===== src/rtl/pwm_bank_pkg.sv =====
// Shared register map, CTRL/STATUS bit positions and the CTRL register type for avalon_pwm_bank.
package pwm_bank_pkg;

    localparam int unsigned REG_CTRL      = 0;
    localparam int unsigned REG_PERIOD    = 1;
    localparam int unsigned REG_PRESCALE  = 2;
    localparam int unsigned REG_STATUS    = 3;
    localparam int unsigned REG_DUTY_BASE = 4;

    localparam int unsigned CTRL_EN_BIT         = 0;
    localparam int unsigned CTRL_IRQ_EN_BIT     = 1;
    localparam int unsigned STATUS_IRQ_PEND_BIT = 31;

    typedef struct packed {
        logic irq_en;
        logic en;
    } ctrl_t;

    function automatic logic [31:0] ctrl_to_word(ctrl_t c);
        logic [31:0] word;
        word                  = '0;
        word[CTRL_EN_BIT]     = c.en;
        word[CTRL_IRQ_EN_BIT] = c.irq_en;
        return word;
    endfunction

endpackage


===== src/rtl/pwm_timebase.sv =====
// Shared PWM timebase: prescaler feeding a period counter; held at zero while disabled.
module pwm_timebase #(
    parameter int unsigned CNT_W   = 20,
    parameter int unsigned PRESC_W = 16
) (
    input  logic               clk,
    input  logic               reset_n,
    input  logic               en,
    input  logic [PRESC_W-1:0] presc,
    input  logic [CNT_W-1:0]   period,
    output logic [CNT_W-1:0]   cnt,
    output logic               tick,
    output logic               wrap
);

    logic [PRESC_W-1:0] pcnt_q, pcnt_d;
    logic [CNT_W-1:0]   cnt_q, cnt_d;

    always_comb begin
        tick   = en && (pcnt_q == presc);
        wrap   = tick && (cnt_q == period);
        pcnt_d = pcnt_q;
        cnt_d  = cnt_q;
        if (!en) begin
            pcnt_d = '0;
            cnt_d  = '0;
        end else if (tick) begin
            pcnt_d = '0;
            cnt_d  = wrap ? '0 : cnt_q + CNT_W'(1);
        end else begin
            pcnt_d = pcnt_q + PRESC_W'(1);
        end
    end

    always_ff @(posedge clk or negedge reset_n) begin
        if (!reset_n) begin
            pcnt_q <= '0;
            cnt_q  <= '0;
        end else begin
            pcnt_q <= pcnt_d;
            cnt_q  <= cnt_d;
        end
    end

    assign cnt = cnt_q;

endmodule


===== src/rtl/avalon_pwm_bank.sv =====
// Avalon-MM PWM bank: double-buffered PERIOD/PRESCALE/DUTY registers, shared timebase and
// NUM_CH registered comparators. Optional irq output enabled by defining PWM_IRQ_EN.
module avalon_pwm_bank
    import pwm_bank_pkg::*;
#(
    parameter int unsigned  NUM_CH  = 20,
    parameter int unsigned  CNT_W   = 20,
    parameter int unsigned  PRESC_W = 16,
    localparam int unsigned ADDR_W  = $clog2(NUM_CH + 4)
) (
    input  logic              clk,
    input  logic              reset_n,
    input  logic [ADDR_W-1:0] avs_address,
    input  logic              avs_read,
    input  logic              avs_write,
    input  logic [31:0]       avs_writedata,
    output logic [31:0]       avs_readdata,
    output logic [NUM_CH-1:0] pwm_out
`ifdef PWM_IRQ_EN
    ,
    output logic              irq
`endif
);

    ctrl_t              ctrl_q, ctrl_d;
    logic [CNT_W-1:0]   period_pend_q, period_pend_d, period_act_q;
    logic [PRESC_W-1:0] presc_pend_q, presc_pend_d, presc_act_q;
    logic [CNT_W-1:0]   duty_pend_q [NUM_CH];
    logic [CNT_W-1:0]   duty_pend_d [NUM_CH];
    logic [CNT_W-1:0]   duty_act_q  [NUM_CH];
    logic               irq_pend_q, irq_pend_d;
    logic [31:0]        rd_word, readdata_q;
    logic [NUM_CH-1:0]  pwm_q, pwm_d;
    logic [CNT_W-1:0]   cnt;
    logic               wrap, load_act;
    logic               unused_tick, unused_wdata;
    int unsigned        addr_idx;

    assign addr_idx     = 32'(avs_address);
    assign unused_wdata = ^avs_writedata;

    pwm_timebase #(
        .CNT_W   (CNT_W),
        .PRESC_W (PRESC_W)
    ) u_timebase (
        .clk     (clk),
        .reset_n (reset_n),
        .en      (ctrl_q.en),
        .presc   (presc_act_q),
        .period  (period_act_q),
        .cnt     (cnt),
        .tick    (unused_tick),
        .wrap    (wrap)
    );

    // Active copies track pending while idle so enabling starts from the current settings.
    assign load_act = !ctrl_q.en || wrap;

    always_comb begin
        ctrl_d        = ctrl_q;
        period_pend_d = period_pend_q;
        presc_pend_d  = presc_pend_q;
        duty_pend_d   = duty_pend_q;
        irq_pend_d    = irq_pend_q;
        if (avs_write) begin
            if (addr_idx == REG_CTRL) begin
                ctrl_d.en = avs_writedata[CTRL_EN_BIT];
`ifdef PWM_IRQ_EN
                ctrl_d.irq_en = avs_writedata[CTRL_IRQ_EN_BIT];
`endif
            end
            if (addr_idx == REG_PERIOD) begin
                period_pend_d = avs_writedata[CNT_W-1:0];
            end
            if (addr_idx == REG_PRESCALE) begin
                presc_pend_d = avs_writedata[PRESC_W-1:0];
            end
            if (addr_idx == REG_STATUS && avs_writedata[STATUS_IRQ_PEND_BIT]) begin
                irq_pend_d = 1'b0;
            end
            for (int unsigned k = 0; k < NUM_CH; k++) begin
                if (addr_idx == REG_DUTY_BASE + k) begin
                    duty_pend_d[k] = avs_writedata[CNT_W-1:0];
                end
            end
        end
        // A wrap beats a coincident write-1-to-clear.
        if (wrap) begin
            irq_pend_d = 1'b1;
        end
`ifndef PWM_IRQ_EN
        ctrl_d.irq_en = 1'b0;
`endif
    end

    always_comb begin
        rd_word = '0;
        case (addr_idx)
            REG_CTRL:     rd_word = ctrl_to_word(ctrl_q);
            REG_PERIOD:   rd_word = 32'(period_pend_q);
            REG_PRESCALE: rd_word = 32'(presc_pend_q);
            REG_STATUS: begin
                rd_word                      = 32'(cnt);
                rd_word[STATUS_IRQ_PEND_BIT] = irq_pend_q;
            end
            default: begin
                for (int unsigned k = 0; k < NUM_CH; k++) begin
                    if (addr_idx == REG_DUTY_BASE + k) begin
                        rd_word = 32'(duty_pend_q[k]);
                    end
                end
            end
        endcase
    end

    always_comb begin
        pwm_d = '0;
        for (int unsigned k = 0; k < NUM_CH; k++) begin
            pwm_d[k] = ctrl_q.en && (cnt < duty_act_q[k]);
        end
    end

    always_ff @(posedge clk or negedge reset_n) begin
        if (!reset_n) begin
            ctrl_q        <= '0;
            period_pend_q <= '0;
            presc_pend_q  <= '0;
            duty_pend_q   <= '{default: '0};
            period_act_q  <= '0;
            presc_act_q   <= '0;
            duty_act_q    <= '{default: '0};
            irq_pend_q    <= 1'b0;
            readdata_q    <= '0;
            pwm_q         <= '0;
        end else begin
            ctrl_q        <= ctrl_d;
            period_pend_q <= period_pend_d;
            presc_pend_q  <= presc_pend_d;
            duty_pend_q   <= duty_pend_d;
            irq_pend_q    <= irq_pend_d;
            pwm_q         <= pwm_d;
            if (load_act) begin
                period_act_q <= period_pend_q;
                presc_act_q  <= presc_pend_q;
                duty_act_q   <= duty_pend_q;
            end
            if (avs_read) begin
                readdata_q <= rd_word;
            end
        end
    end

    assign avs_readdata = readdata_q;
    assign pwm_out      = pwm_q;

`ifdef PWM_IRQ_EN
    logic irq_q;

    always_ff @(posedge clk or negedge reset_n) begin
        if (!reset_n) begin
            irq_q <= 1'b0;
        end else begin
            irq_q <= irq_pend_q & ctrl_q.irq_en;
        end
    end

    assign irq = irq_q;
`endif

endmodule


===== config.mk =====
export PLATFORM = sky130hd
export DESIGN_NAME = avalon_pwm_bank
export DESIGN_NICKNAME = d
export VERILOG_FILES = /design/src/rtl/pwm_bank_pkg.sv /design/src/rtl/pwm_timebase.sv /design/src/rtl/avalon_pwm_bank.sv
export SDC_FILE = /design/constraint.sdc
export NUM_CORES = 2
export LEC_CHECK = 0
export CAP_MARGIN = 20
export CORE_MARGIN = 2
export CORE_UTILIZATION = 40
export DETAILED_ROUTE_END_ITERATION = 8
export GPL_TIMING_DRIVEN = 0
export PLACE_DENSITY = 0.56
export SYNTH_ARGS = -nofsm -noshare
export SYNTH_HDL_FRONTEND = slang
export SYNTH_SLANG_ARGS = --single-unit
export TNS_END_PERCENT = 5

===== constraint.sdc =====
create_clock -name clk -period 2.8 [get_ports clk]
set_input_delay 0.28 -clock clk [delete_from_list [all_inputs] [get_ports clk]]
set_output_delay 0.28 -clock clk [all_outputs]
set_load 0.02 [all_outputs]

## Word-level counts from Yosys, hierarchy flattened

Cells that the tools add are included.

- Register bits: 962
- Input port bits: 41
- Output and inout port bits: 52
- Logic and storage cells: 179

- Add/subtract/negate cells: 2
- Order comparisons: 20
- Equal/unequal tests: 26
- Mux-type cells: 29
- Reduce and logical (&&, ||, !) cells: 52

Operators by type and width:

| kind | number |
|---|---|
| two-way mux 32 bit | 19 |
| < comparator 20 bit | 20 |
| one-hot mux 32 bit (4 select lines) | 1 |
| two-way mux 20 bit | 4 |
| AND reduction 2 bit | 24 |
| equality test 5 x 4 -> 1 bit, second input constant | 8 |
| equality test 5 bit, second input constant | 8 |
| logical NOT 32 bit | 1 |
| two-way mux 16 bit | 2 |
| logical AND 1 bit | 23 |
| adder 20 x 1 -> 20 bit, second input constant | 1 |
| equality test 20 bit | 1 |
| equality test 5 x 3 -> 1 bit, second input constant | 4 |
| adder 16 x 1 -> 16 bit, second input constant | 1 |
| equality test 16 bit | 1 |
| equality test 5 x 2 -> 1 bit, second input constant | 2 |
| equality test 5 x 1 -> 1 bit, second input constant | 1 |
| nonzero test 2 bit | 2 |
| two-way mux 1 bit | 3 |
| inequality test 2 x 1 -> 1 bit, second input constant | 1 |
| logical NOT 1 bit | 1 |
| logical OR 1 bit | 1 |

## Longest topological paths before layout

- Depth in word-level cells: 22
- Gate-level depth with buffers: 10
- Depth with buffers taken out: 8

## Modules after synthesis

A second synthesis with hierarchy kept.

- Cell total of the unflattened synthesis: 4276
- Area total of the unflattened synthesis: 50180.6 um^2

By module, submodules not included:

| module | times used | cells an instance | area each (um^2) | sequential area each (um^2) |
|---|---|---|---|---|
| avalon_pwm_bank | 1 | 4028 | 47916.0 | 22897.0 |
| pwm_timebase | 1 | 248 | 2264.7 | 900.9 |

## Least setup slack after synthesis

OpenSTA, ideal clock, no wires.

- Path type: register to register
- Start point: register u_timebase.cnt_q[9], in the netlist u_timebase.cnt[9]
- End point: register duty_act_q[395] (netlist name)
- Library setup time: 127 ps
- Arrival time: 2668 ps
- Required time: 2673 ps
- Slack: 5 ps
- Stages on the path, launching flop included: 10
- Buffers on the path: 4
- Period minus slack after synthesis: 2795 ps
- Cells stage by stage: dfrtp_1 clkbuf_1 xnor2_1 nand4_1 or4_4 o21ai_2 buf_6 buf_6 buf_6 mux2_1

- Word-level cells in the longest chain between the ends: 3

RTL lines:

| element | line | source |
|---|---|---|
| start, declared | pwm_timebase.sv:17 | `logic [CNT_W-1:0] cnt_q, cnt_d;` |
| start signal, assigned | pwm_timebase.sv:41 | `cnt_q <= cnt_d;` |
| equality test 20 bit | pwm_timebase.sv:21 | `wrap = tick && (cnt_q == period);` |
| logical AND 1 bit | pwm_timebase.sv:21 |  |
| logical OR 1 bit | avalon_pwm_bank.sv:57 | `assign load_act = !ctrl_q.en \|\| wrap;` |
| end signal, assigned | avalon_pwm_bank.sv:145 | `duty_act_q <= duty_pend_q;` |
| end, declared | avalon_pwm_bank.sv:30 | `logic [CNT_W-1:0] duty_act_q [NUM_CH];` |

Every way passes these cells.
A chain may end at the register's enable or synchronous reset.

## Worst setup path in the final report

- Start point: input avs_address[4]
- End point: register readdata_q[9], in the netlist avs_readdata[9]

- Word-level cells in the longest chain between the ends: 22
- Elaborated cells between the ends (all ways): 45
- Classes of those cells: eq/ne: 23; mux: 21; reduce/logical: 1

RTL lines:

| element | line | source |
|---|---|---|
| start, declared | avalon_pwm_bank.sv:13 | `input logic [ADDR_W-1:0] avs_address,` |
| equality test 5 x 3 -> 1 bit | avalon_pwm_bank.sv:108 | `if (addr_idx == REG_DUTY_BASE + k) begin` |
| two-way mux 20 bit | avalon_pwm_bank.sv:108 |  |
| two-way mux 32 bit (19 in series) | avalon_pwm_bank.sv:108 |  |
| one-hot mux 32 bit (4 select lines) (*) | avalon_pwm_bank.sv:98 | `case (addr_idx)` |
| end signal, assigned | avalon_pwm_bank.sv:148 | `readdata_q <= rd_word;` |
| end, declared | avalon_pwm_bank.sv:32 | `logic [31:0] rd_word, readdata_q;` |

Every way passes the cells marked *; elsewhere a longest branch is shown, timed or not.

==> out/metrics.cfg <==
[grt]
antenna_found_initial=19
grt_max_degree=115
grt_use_total=0.324
grt_pass1_wl_mm=294
grt_overflow_total=0
first_global_vias=37001

[route]
num_vias=38318
drc=0
drt_first_iter_violations=4358
routed_via_density=6.03
dr.pass1.iters=5
avgRoutedWirePerCell_um=33.6
antenna_left=0
routed_wirelength_mm=214

[synthesis]
synth_area_leader_cell=dfrtp_1
synth_edf_count=0
ys_ff_latch=951
synthFlopType=dfrtp_1
avgSynthCellArea_um2=11.7
synth_top_area_share=0.469
netlist_area_um2=50700
synth_cell_types=75
async_flop_share=1.00
synth.area.top_cells=dfrtp_1 (47%), mux2_2 (19%), ha_1 (9.4%)
yosysSeqAreaShare=0.469
synth_cells=4321
synth_warnings=0

[setup_path]
cp-start-kind=input port
worst_ep_arrival_time_ns=3.65
end_kind=register
critPathSlowestCell=clkdlybuf4s50_1
timing.rr.start=u_timebase.cnt[13]$_DFFE_PN0P_
cp_common_cell=a221oi_1
cp_data_required_time_ns=3.42
critPathMaxFanout=10
reg2reg_to=duty_act_q[112]$_DFFE_PN0P_
crit_buf_inv=2
crit_chain=clkdlybuf4s50_1 -> clkbuf_1 -> nand3b_1 -> nor2_4 -> a221oi_1 -> o2111ai_2 -> a221oi_1 -> o21ai_0
r2r_slack_ns=-0.22
rr_worst_depth=10
cpLargestDelayFamily=compound AO/OA/AOI/OAI gates
max_stage_delay_ns=0.72
crit_type=input port to register

[cts]
cts.path.max_buffers=3
cts-buffers-inserted=109
clk_pin_slew_ns=0.06
htree_num_levels=3
numClockSinks=951
cts_root_buf=clkbuf_16
worstSkewPairLatency_ns=0.76
cts_tree=yes

[run_status]
violations=setup timing
status=finished with violations

[pwr]
p_leak_uw=0.0297
pwr_density_cell_nw_per_um2=780
total_power_uw=47800
vdd_drop_max_mv=0.515

[timing]
fin_tns_setup_ns=-68.19
setup_viol=481
hold_slack_ns=0.161
hold_viol=0
maxSlewViolCount=0
finClkSkew_ns=0.0319
period_share=1.08
postLayoutSetupSlackWorst_ns=-0.229
rsz0062_at_grt=yes
max_freq_mhz=330
max_slew_margin=0.169
period_needed_ns=3.03
worst_slew_pin_slew_ns=1.25

[final_layout]
layout.nets=5028
syn2layout_area_growth_pct=20.8
layout-drive-gt1-share=0.297

[floorplanning]
io_pins=93
die_h_um=360
rows=130
coreArea_um2=126000
initial_core_util=0.403
die-area_um2=130000
die_w_um=360

[hold_path]
hold_path_class=input port to asynchronous set/reset pin

[placement]
numPortBuffers=69
dp_hpwl_mm=154
globalplace.congestion=1.01

[run]
max_cap_violations=0

kinds of logic (layout without fill, tap and decap cells):
kind of cell | Yosys count | count (layout) | synth area share
AOI/OAI and AO/OA | 761 | 761 | 0.102
adders and majority gates | 382 | 382 | 0.0943
buffers and inverters | 658 | 1024 | 0.0567
DFF | 951 | 951 | 0.469
and+or+nand+nor | 563 | 563 | 0.0576
xor gates and xnor gates | 61 | 61 | 0.0105
other | 1 | 21 | 0.0000740
muxes | 944 | 944 | 0.209
flip-flops by register name, indices dropped and copies added, names as in the netlist, 16 cells and up:
register / cells
presc_pend_q: 16
avs_readdata: 21
u_timebase.cnt: 20
pwm_out: 20
period_pend_q: 20
presc_act_q: 16
period_act_q: 20
duty_act_q: 400
duty_pend_q: 400
u_timebase.pcnt_q: 16
report_power, final:
part | internal (uW) | switching, uW | leakage [uW]
clock network | 9190 | 6270 | 0.00190
registers | 16900 | 3000 | 0.0121
logic | 6560 | 5850 | 0.0157
worst register-to-register path, delay by kind of cell, from the launching register on:
kind,cells,cell delay (ns)
simple gates,3,0.88
mux,1,0.35
xor+xnor,1,0.18
buf+inv,4,0.80
compound gates,1,0.19
flops,1,0.49
cells in the mapped netlist, types with 24 or more instances:
library cell,n
buf_2,31
dfrtp_1,951
mux2i_1,71
mux2_1,24
o22ai_1,28
nand2_1,135
inv_1,404
a21oi_1,165
buf_6,36
a2111oi_0,31
a21o_1,61
o21a_1,33
mux2_2,842
nor2_1,107
nand3_1,49
buf_4,25
o211a_1,26
nor3_1,29
ha_1,382
o21ai_0,177
a221oi_1,37
nor4_1,24
xnor2_1,38
nand2b_1,53
nor2b_1,47
and3_1,36
clkbuf_1,138
per-stage QoR:
step | util | setup slack, ns | instance area, um^2 | cells
final | 0.487 | -0.229 | 61300 | 6357
after floorplan | - | 0.00492 | 50700 | 4331
after CTS | 0.476 | -0.221 | 59800 | 6324
after global routing | 0.487 | -0.251 | 61300 | 6351
after detailed placement | 0.433 | -2.51 | 54500 | 6098
after global placement | 0.426 | -43.80 | 53500 | 6050
cells in the final DEF, fill, tap and decap left out, types with 27 or more instances in the layout:
cell / Yosys / layout
clkbuf_1: 138 / 95
xnor2_1: 38 / 38
a21o_1: 61 / 61
nor2b_1: 47 / 46
nand2_1: 135 / 133
clkbuf_2: 0 / 54
a2111oi_0: 31 / 31
nand3_1: 49 / 49
buf_4: 25 / 48
nor3_1: 29 / 28
o21ai_0: 177 / 174
and3_1: 36 / 36
o21a_1: 33 / 33
mux2_4: 0 / 327
ha_1: 382 / 382
mux2i_1: 71 / 71
a21oi_1: 165 / 163
clkbuf_16: 0 / 129
mux2_2: 842 / 539
dfrtp_1: 951 / 931
a221oi_1: 37 / 32
buf_12: 0 / 58
inv_1: 404 / 404
clkdlybuf4s50_1: 0 / 65
nand2b_1: 53 / 52
clkbuf_8: 0 / 27
buf_2: 31 / 31
nor2_1: 107 / 100
metal layers:
layer / vias up / wire length, um / GRT usage
li1: 16115 / - / -
met4: 0 / 12100 / 0.158
met1: 19920 / 94200 / 0.462
met5: - / 0 / 0
met2: 1837 / 89200 / 0.471
met3: 446 / 18200 / 0.0611
worst max-delay path by stage:
stage	start	end	slack, ns	cells after the start
floorplan	u_timebase.cnt[9]$_DFFE_PN0P_	duty_act_q[395]$_DFFE_PN0P_	0.005	9
global placement	reset_n	duty_act_q[84]$_DFFE_PN0P_	-43.80	1
detailed placement	avs_address[1]	avs_readdata[12]$_DFFE_PN0P_	-2.51	10
CTS	u_timebase.cnt[4]$_DFFE_PN0P_	presc_act_q[13]$_DFFE_PN0P_	-0.22	11
global route	u_timebase.cnt[13]$_DFFE_PN0P_	duty_act_q[108]$_DFFE_PN0P_	-0.25	10
finish	avs_address[4]	avs_readdata[9]$_DFFE_PN0P_	-0.23	8
what timing repair did:
item,CTS,global route
gates cloned,2,16
resized for setup,348,256
endpoints found under the hold margin,76,0
hold buffers,1,0
buffers inserted,28,11
endpoints found under the setup margin,859,600
pin swaps,8,5
cell type report:
| class | instances | area [um^2] |
|---|---|---|
| Buffer | 243 | 1910 |
| Inverter | 405 | 1520 |
| Sequential cell | 951 | 23900 |
| Fill cell | 11317 | 64500 |
| Clock inverter | 42 | 558 |
| Multi-Input combinational cell | 2722 | 25600 |
| Clock buffer | 161 | 3280 |
| Antenna cell | 10 | 25.0 |
| Timing Repair Buffer | 173 | 2470 |
| Tap cell | 1650 | 2060 |
(Power assumes the default switching activity.)
